==> src/rtl/seg7_scan_driver.sv <==
// seg7_scan_driver: multiplexed common-anode seven-segment scan driver.
//
// It scans NUM_DIGITS digits, giving each digit a slot of TICK_DIV clock cycles.
// At each frame boundary it latches all display inputs into shadow registers,
// so that every frame shows one coherent snapshot. It also supports PWM
// brightness, per-digit enables and per-digit decimal points.
//
// Optional feature: define SEG7_LEADING_ZERO_BLANK_EN to blank leading zero
// digits. Blanking is computed on the shadow copy.
//
// Ports:
//   aclk         system clock
//   aresetn      synchronous active-low reset
//   value        hex nibbles, digit k = value[4k+3:4k], digit 0 rightmost
//   dp_in        decimal point request per digit (active high)
//   digit_en     digit enable mask (0 blanks the digit)
//   brightness   PWM duty, 0 = dark, all-ones = full on
//   an           anode selects, active low, one-hot-low when visible
//   seg          segments {a,b,c,d,e,f,g}, active low
//   dp           decimal point segment, active low
//   frame_start  one-cycle pulse on the cycle the shadow registers load
module seg7_scan_driver #(
  parameter int unsigned NUM_DIGITS = 8,
  parameter int unsigned TICK_DIV   = 200000,
  parameter int unsigned BRIGHT_W   = 4
) (
  input  logic                    aclk,
  input  logic                    aresetn,
  input  logic [4*NUM_DIGITS-1:0] value,
  input  logic [NUM_DIGITS-1:0]   dp_in,
  input  logic [NUM_DIGITS-1:0]   digit_en,
  input  logic [BRIGHT_W-1:0]     brightness,
  output logic [NUM_DIGITS-1:0]   an,
  output logic [6:0]              seg,
  output logic                    dp,
  output logic                    frame_start
);

  localparam int unsigned PRESC_W = (TICK_DIV > 1) ? $clog2(TICK_DIV) : 1;
  localparam int unsigned IDX_W   = (NUM_DIGITS > 1) ? $clog2(NUM_DIGITS) : 1;
  localparam int unsigned VAL_W   = 4 * NUM_DIGITS;

  logic [PRESC_W-1:0]    presc_q, presc_d;
  logic [IDX_W-1:0]      idx_q, idx_d;
  logic [BRIGHT_W-1:0]   pwm_q, pwm_d;
  logic                  start_q, start_d;
  logic [VAL_W-1:0]      val_sh_q, val_sh_d;
  logic [NUM_DIGITS-1:0] dp_sh_q, dp_sh_d;
  logic [NUM_DIGITS-1:0] en_sh_q, en_sh_d;
  logic [BRIGHT_W-1:0]   br_sh_q, br_sh_d;
  logic [NUM_DIGITS-1:0] an_q, an_d;
  logic [6:0]            seg_q, seg_d;
  logic                  dp_q, dp_d;
  logic                  frame_start_q, frame_start_d;

  logic                  tick_c, last_c, load_c;
  logic [3:0]            nib_c;
  logic                  en_bit_c, dp_bit_c, blank_bit_c, gate_c, vis_c;
  logic [NUM_DIGITS-1:0] blank_c;

  // Counters and frame-coherent shadow load.
  // While start_q is set, the counters hold at 0 so that the first frame after
  // reset has full-length slots.
  always_comb begin
    tick_c   = (presc_q == PRESC_W'(TICK_DIV - 1));
    last_c   = (idx_q == IDX_W'(NUM_DIGITS - 1));
    load_c   = start_q | (tick_c & last_c);
    presc_d  = presc_q + PRESC_W'(1);
    idx_d    = idx_q;
    pwm_d    = pwm_q + BRIGHT_W'(1);
    start_d  = 1'b0;
    val_sh_d = val_sh_q;
    dp_sh_d  = dp_sh_q;
    en_sh_d  = en_sh_q;
    br_sh_d  = br_sh_q;
    if (start_q) begin
      presc_d = '0;
      idx_d   = '0;
    end else if (tick_c) begin
      presc_d = '0;
      idx_d   = last_c ? '0 : idx_q + IDX_W'(1);
    end
    if (load_c) begin
      val_sh_d = value;
      dp_sh_d  = dp_in;
      en_sh_d  = digit_en;
      br_sh_d  = brightness;
    end
  end

  // Leading-zero blanking: a digit is blanked while every digit from the top
  // down to it (inclusive) is a zero nibble with no decimal point.
`ifdef SEG7_LEADING_ZERO_BLANK_EN
  logic lead_c;
  always_comb begin
    blank_c = '0;
    lead_c  = 1'b1;
    for (int k = int'(NUM_DIGITS) - 1; k >= 1; k--) begin
      lead_c     = lead_c & (val_sh_q[4*k +: 4] == 4'h0) & ~dp_sh_q[k];
      blank_c[k] = lead_c;
    end
  end
`else
  always_comb begin
    blank_c = '0;
  end
`endif

  // Select the active digit and decide its visibility.
  always_comb begin
    nib_c       = 4'h0;
    en_bit_c    = 1'b0;
    dp_bit_c    = 1'b0;
    blank_bit_c = 1'b0;
    for (int unsigned k = 0; k < NUM_DIGITS; k++) begin
      if (idx_q == IDX_W'(k)) begin
        nib_c       = val_sh_q[4*k +: 4];
        en_bit_c    = en_sh_q[k];
        dp_bit_c    = dp_sh_q[k];
        blank_bit_c = blank_c[k];
      end
    end
    gate_c = (br_sh_q == '1) | (pwm_q < br_sh_q);
    vis_c  = en_bit_c & ~blank_bit_c & gate_c;
  end

  // Next values of the registered outputs.
  always_comb begin
    an_d          = '1;
    seg_d         = 7'b1111111;
    dp_d          = ~dp_bit_c;
    frame_start_d = load_c;
    if (vis_c) begin
      an_d = ~(NUM_DIGITS'(1) << idx_q);
    end
    case (nib_c)
      4'h0: seg_d = 7'b0000001;
      4'h1: seg_d = 7'b1001111;
      4'h2: seg_d = 7'b0010010;
      4'h3: seg_d = 7'b0000110;
      4'h4: seg_d = 7'b1001100;
      4'h5: seg_d = 7'b0100100;
      4'h6: seg_d = 7'b0100000;
      4'h7: seg_d = 7'b0001111;
      4'h8: seg_d = 7'b0000000;
      4'h9: seg_d = 7'b0000100;
      4'hA: seg_d = 7'b0001000;
      4'hB: seg_d = 7'b1100000;
      4'hC: seg_d = 7'b0110001;
      4'hD: seg_d = 7'b1000010;
      4'hE: seg_d = 7'b0110000;
      4'hF: seg_d = 7'b0111000;
      default: seg_d = 7'b1111111;
    endcase
  end

  // State register. start_q marks the first cycle after reset release.
  always_ff @(posedge aclk) begin
    if (!aresetn) begin
      presc_q       <= '0;
      idx_q         <= '0;
      pwm_q         <= '0;
      start_q       <= 1'b1;
      val_sh_q      <= '0;
      dp_sh_q       <= '0;
      en_sh_q       <= '0;
      br_sh_q       <= '0;
      an_q          <= '1;
      seg_q         <= 7'b1111111;
      dp_q          <= 1'b1;
      frame_start_q <= 1'b0;
    end else begin
      presc_q       <= presc_d;
      idx_q         <= idx_d;
      pwm_q         <= pwm_d;
      start_q       <= start_d;
      val_sh_q      <= val_sh_d;
      dp_sh_q       <= dp_sh_d;
      en_sh_q       <= en_sh_d;
      br_sh_q       <= br_sh_d;
      an_q          <= an_d;
      seg_q         <= seg_d;
      dp_q          <= dp_d;
      frame_start_q <= frame_start_d;
    end
  end

  assign an          = an_q;
  assign seg         = seg_q;
  assign dp          = dp_q;
  assign frame_start = frame_start_q;

endmodule

==> config.mk <==
export PLATFORM = sky130hd
export DESIGN_NAME = seg7_scan_driver
export DESIGN_NICKNAME = d
export VERILOG_FILES = /design/src/rtl/seg7_scan_driver.sv
export SDC_FILE = /design/constraint.sdc
export NUM_CORES = 1
export LEC_CHECK = 0
export BUFFER_PORTS_ARGS = -buffer_cell sky130_fd_sc_hd__buf_2
export CORE_AREA = 10 10 106 108
export DETAILED_ROUTE_END_ITERATION = 12
export DIE_AREA = 0 0 116 118
export HOLD_SLACK_MARGIN = 0.06
export PLACE_DENSITY = 0.78
export SLEW_MARGIN = 10
export SYNTH_ARGS = -nofsm -noshare
export SYNTH_HDL_FRONTEND = slang
export SYNTH_SLANG_ARGS = --single-unit
export TNS_END_PERCENT = 20
==> constraint.sdc <==
create_clock -name aclk -period 2.73 [get_ports aclk]
set_input_delay 0.4095 -clock aclk [delete_from_list [all_inputs] [get_ports aclk]]
set_output_delay 0.4095 -clock aclk [all_outputs]
set_load 0.02 [all_outputs]
==> summary.txt <==
Power and ir drop
  – Pwr Total: 0.00287 W
  – Worst ir drop on vdd: 0.270 mV
  – Leak pwr: 2.20 nW
  – PD cells: 564 nW/um^2

Worst setup path
  – Worst Path Required: 2.99 ns
  – CP endpoint kind: flop
  – Worst Path Class, Setup: reg -> reg
  – Reg2reg setup slack: 0.23 ns
  – Crit path arrival time: 2.77 ns
  – RR Endpoint: seg[6]
  – CP max FO: 5
  – Worst Setup EP: seg[6]
  – Reg2Reg Depth: 12
  – Reg-to-reg startpoint: idx_q[0]
  – Critical Path Source: idx_q[0]
  – Startpoint types: flop

Clock tree
  – Clk_lat worst skew: 0.36 ns
  – Clock slew at reported path FFs: 0.10 ns
  – Post-CTS setup buffers: 0
  – CTS max path bufs: 2
  – Root Buffer: clkbuf_8
  – CTS Buf Count: 9
  – CTS tree: yes
  – H-tree depth: 3
  – CTS Sinks: 95

Place
  – Hpwl dp: 7870 um
  – Number of I/O port buffers: 70
  – GP Congestion: 0.882

Route
  – Initial DRT Pass Iterations: 4
  – Total number of vias: 3578
  – WL/cell: 15.6 um
  – DRC viols: 0
  – Iteration-0 DRC Markers: 223
  – Post-DRT Antenna Nets: 0
  – Final WL: 10300 um
  – Vias per Instance: 5.38

Timing
  – RSZ-0062 raised after global routing: no
  – Relative max-transition margin: 60.7%
  – Clock Skews: 0.0143 ns
  – Total negative slack: 0 ns
  – Final Critical Period: 2.50 ns
  – Hold Fails Final Rpt: 0
  – Max Clk Rate: 400 MHz
  – Final setup violation count: 0
  – Worst slew pin tran: 0.588 ns
  – Final period util: 91.7%
  – Max-slew violation count: 0

Synth
  – Async SR Flop Fraction: 0%
  – Mean Syn Cell Area: 9.23 sq um
  – Sequential-to-total area share from yosys stat: 43.0%
  – Synth Net Count: 550
  – Synth top area cells: dfxtp_1 (43%), mux2i_1 (13%), nor2_1 (7.3%)
  – Commonest register cell after synthesis: dfxtp_1
  – Yosys warnings: 0
  – Synth area leader: dfxtp_1
  – Yosys reg bits: 95
  – Synthesized instance count: 479
  – Distinct cells, synth: 58
  – Synth top cells by count: dfxtp_1 (95), nor2_1 (86), mux2i_1 (57)
  – Count leader, synth: dfxtp_1
  – Yosys top cell area share: 43.0%
  – Synth Cell Area: 4420 sq um
  – Number of enable flip-flop cells after synthesis: 0

Flow run
  – Maxcap violations: 0

Layout
  – Layout filler cell count: 803
  – Final nets: 620
  – Area of the multi-input gates: 2270 sq um
  – Sequential Area: 1900 sq um
  – ANT cells: 0
  – Layout cells sized above 1: 21.3%
  – Syn-to-layout area delta: 15.1%

Floorplan
  – Ports: 71
  – Die height: 118 um
  – Core region area: 9110 sq um
  – Die W: 116 um
  – Initial core utilization: 48.5%
  – Row Count: 35
  – Die ar.: 13700 sq um

Global route
  – Initial antenna violation count: 0
  – Vias in the first global route: 3607
  – First-pass GRT wire length: 17300 um
  – Congestion Overflow GR: 0
  – Largest net degree at the start of global routing: 35
  – GR Util All Layers: 15.2%

Min path
  – Hold Crit Depth: 3
  – Hold Crit Class: in -> reg
  – Hold path start: brightness[3]

Run status
  – Status: complete, no violations
==> final cells by class <==
class / count / share of cell area (%)
clock buffer: 9 / 2.43
clock inverter: 7 / 2.36
inverter: 16 / 1.18
tap: 111 / 2.73
timing repair buffer: 87 / 9.39
multi-input combinational: 340 / 44.5
sequential: 95 / 37.4
==> how the worst min path moves through the flow <==
stage                         to  slack, ns
floorplan               pwm_q[0]       0.43
global placement        pwm_q[0]       0.44
detailed placement      pwm_q[0]       0.45
CTS                 val_sh_q[27]       0.27
global route          dp_sh_q[7]       0.28
finish                br_sh_q[3]       0.28
==> report_power, final <==
part	total, W	switching, W	leakage, nW	internal [W]
Clock	0.00110	0.000487	0.120	0.000611
Sequential	0.00149	0.0000417	0.781	0.00145
Combinational	0.000280	0.000152	1.30	0.000128
==> layout by cell type (no fill, tap or decap), types with 7 or more instances in the layout <==
master / instances
buf_2: 70
nand3b_1: 7
nand3_1: 19
buf_4: 17
xor2_1: 13
nor2b_1: 7
clkbuf_8: 9
a21oi_1: 15
o21ai_0: 17
inv_1: 15
dfxtp_1: 94
nand2_1: 29
ha_1: 15
mux2i_1: 57
nor2_1: 86
==> cells by family (layout without fill, tap and decap cells) <==
group	Yosys count	in the layout	synth area share (%)
XOR/XNOR	18	18	3.57
AO/OA/AOI/OAI	69	69	10.4
adder cells (fa/ha/maj)	17	17	4.81
AND/OR/NAND/NOR	179	179	19.1
multiplexers	57	57	12.9
buffers and inverters	44	119	6.20
flip-flops	95	95	43.0
==> stage by stage <==
stage	hold WS [ns]	area [sq um]	setup WS [ns]	instances	util, %
final	0.279	5090	0.228	665	55.9
after global routing	0.282	5090	0.00471	665	55.9
after CTS	0.269	5080	0.0781	665	55.7
after detailed placement	0.452	4830	0.0972	649	53.0
after global placement	0.442	4830	0.208	649	53.0
after floorplan	0.425	4420	0.154	479	-
==> registers in the layout (all words and copies together), names as in the netlist <==
register and count:
idx_q 3, frame_start 1, dp_sh_q 8, en_sh_q 8, br_sh_q 4, start_q 1
pwm_q 4, dp 1, seg 7, presc_q 18, an 8, val_sh_q 32
==> per-layer routing <==
layer | part of all wire, % | vias to the layer above | GRT usage (%)
li1 | - | 1791 | -
met1 | 44 | 1671 | 18.4
met2 | 47 | 96 | 24.8
met5 | 0 | - | 0
met4 | 2.1 | 0 | 5.40
met3 | 6.2 | 20 | 4.38
==> repair_timing <==
item	4_1_cts	5_1_grt
resized for setup	0	5
endpoints found under the setup margin	0	6
hold buffers	0	0
==> critical path: stages, from the launching register on <==
cell and delay [ns]:
dfxtp_2 0.35, ha_1 0.22, ha_1 0.22, or2_2 0.31, a211o_1 0.25, o2111ai_1 0.13, nand2_1 0.16, inv_1 0.11
ha_1 0.19, inv_1 0.07, o211ai_1 0.09, a21oi_1 0.08, a311oi_1 0.23
(Power assumes the default switching activity.)
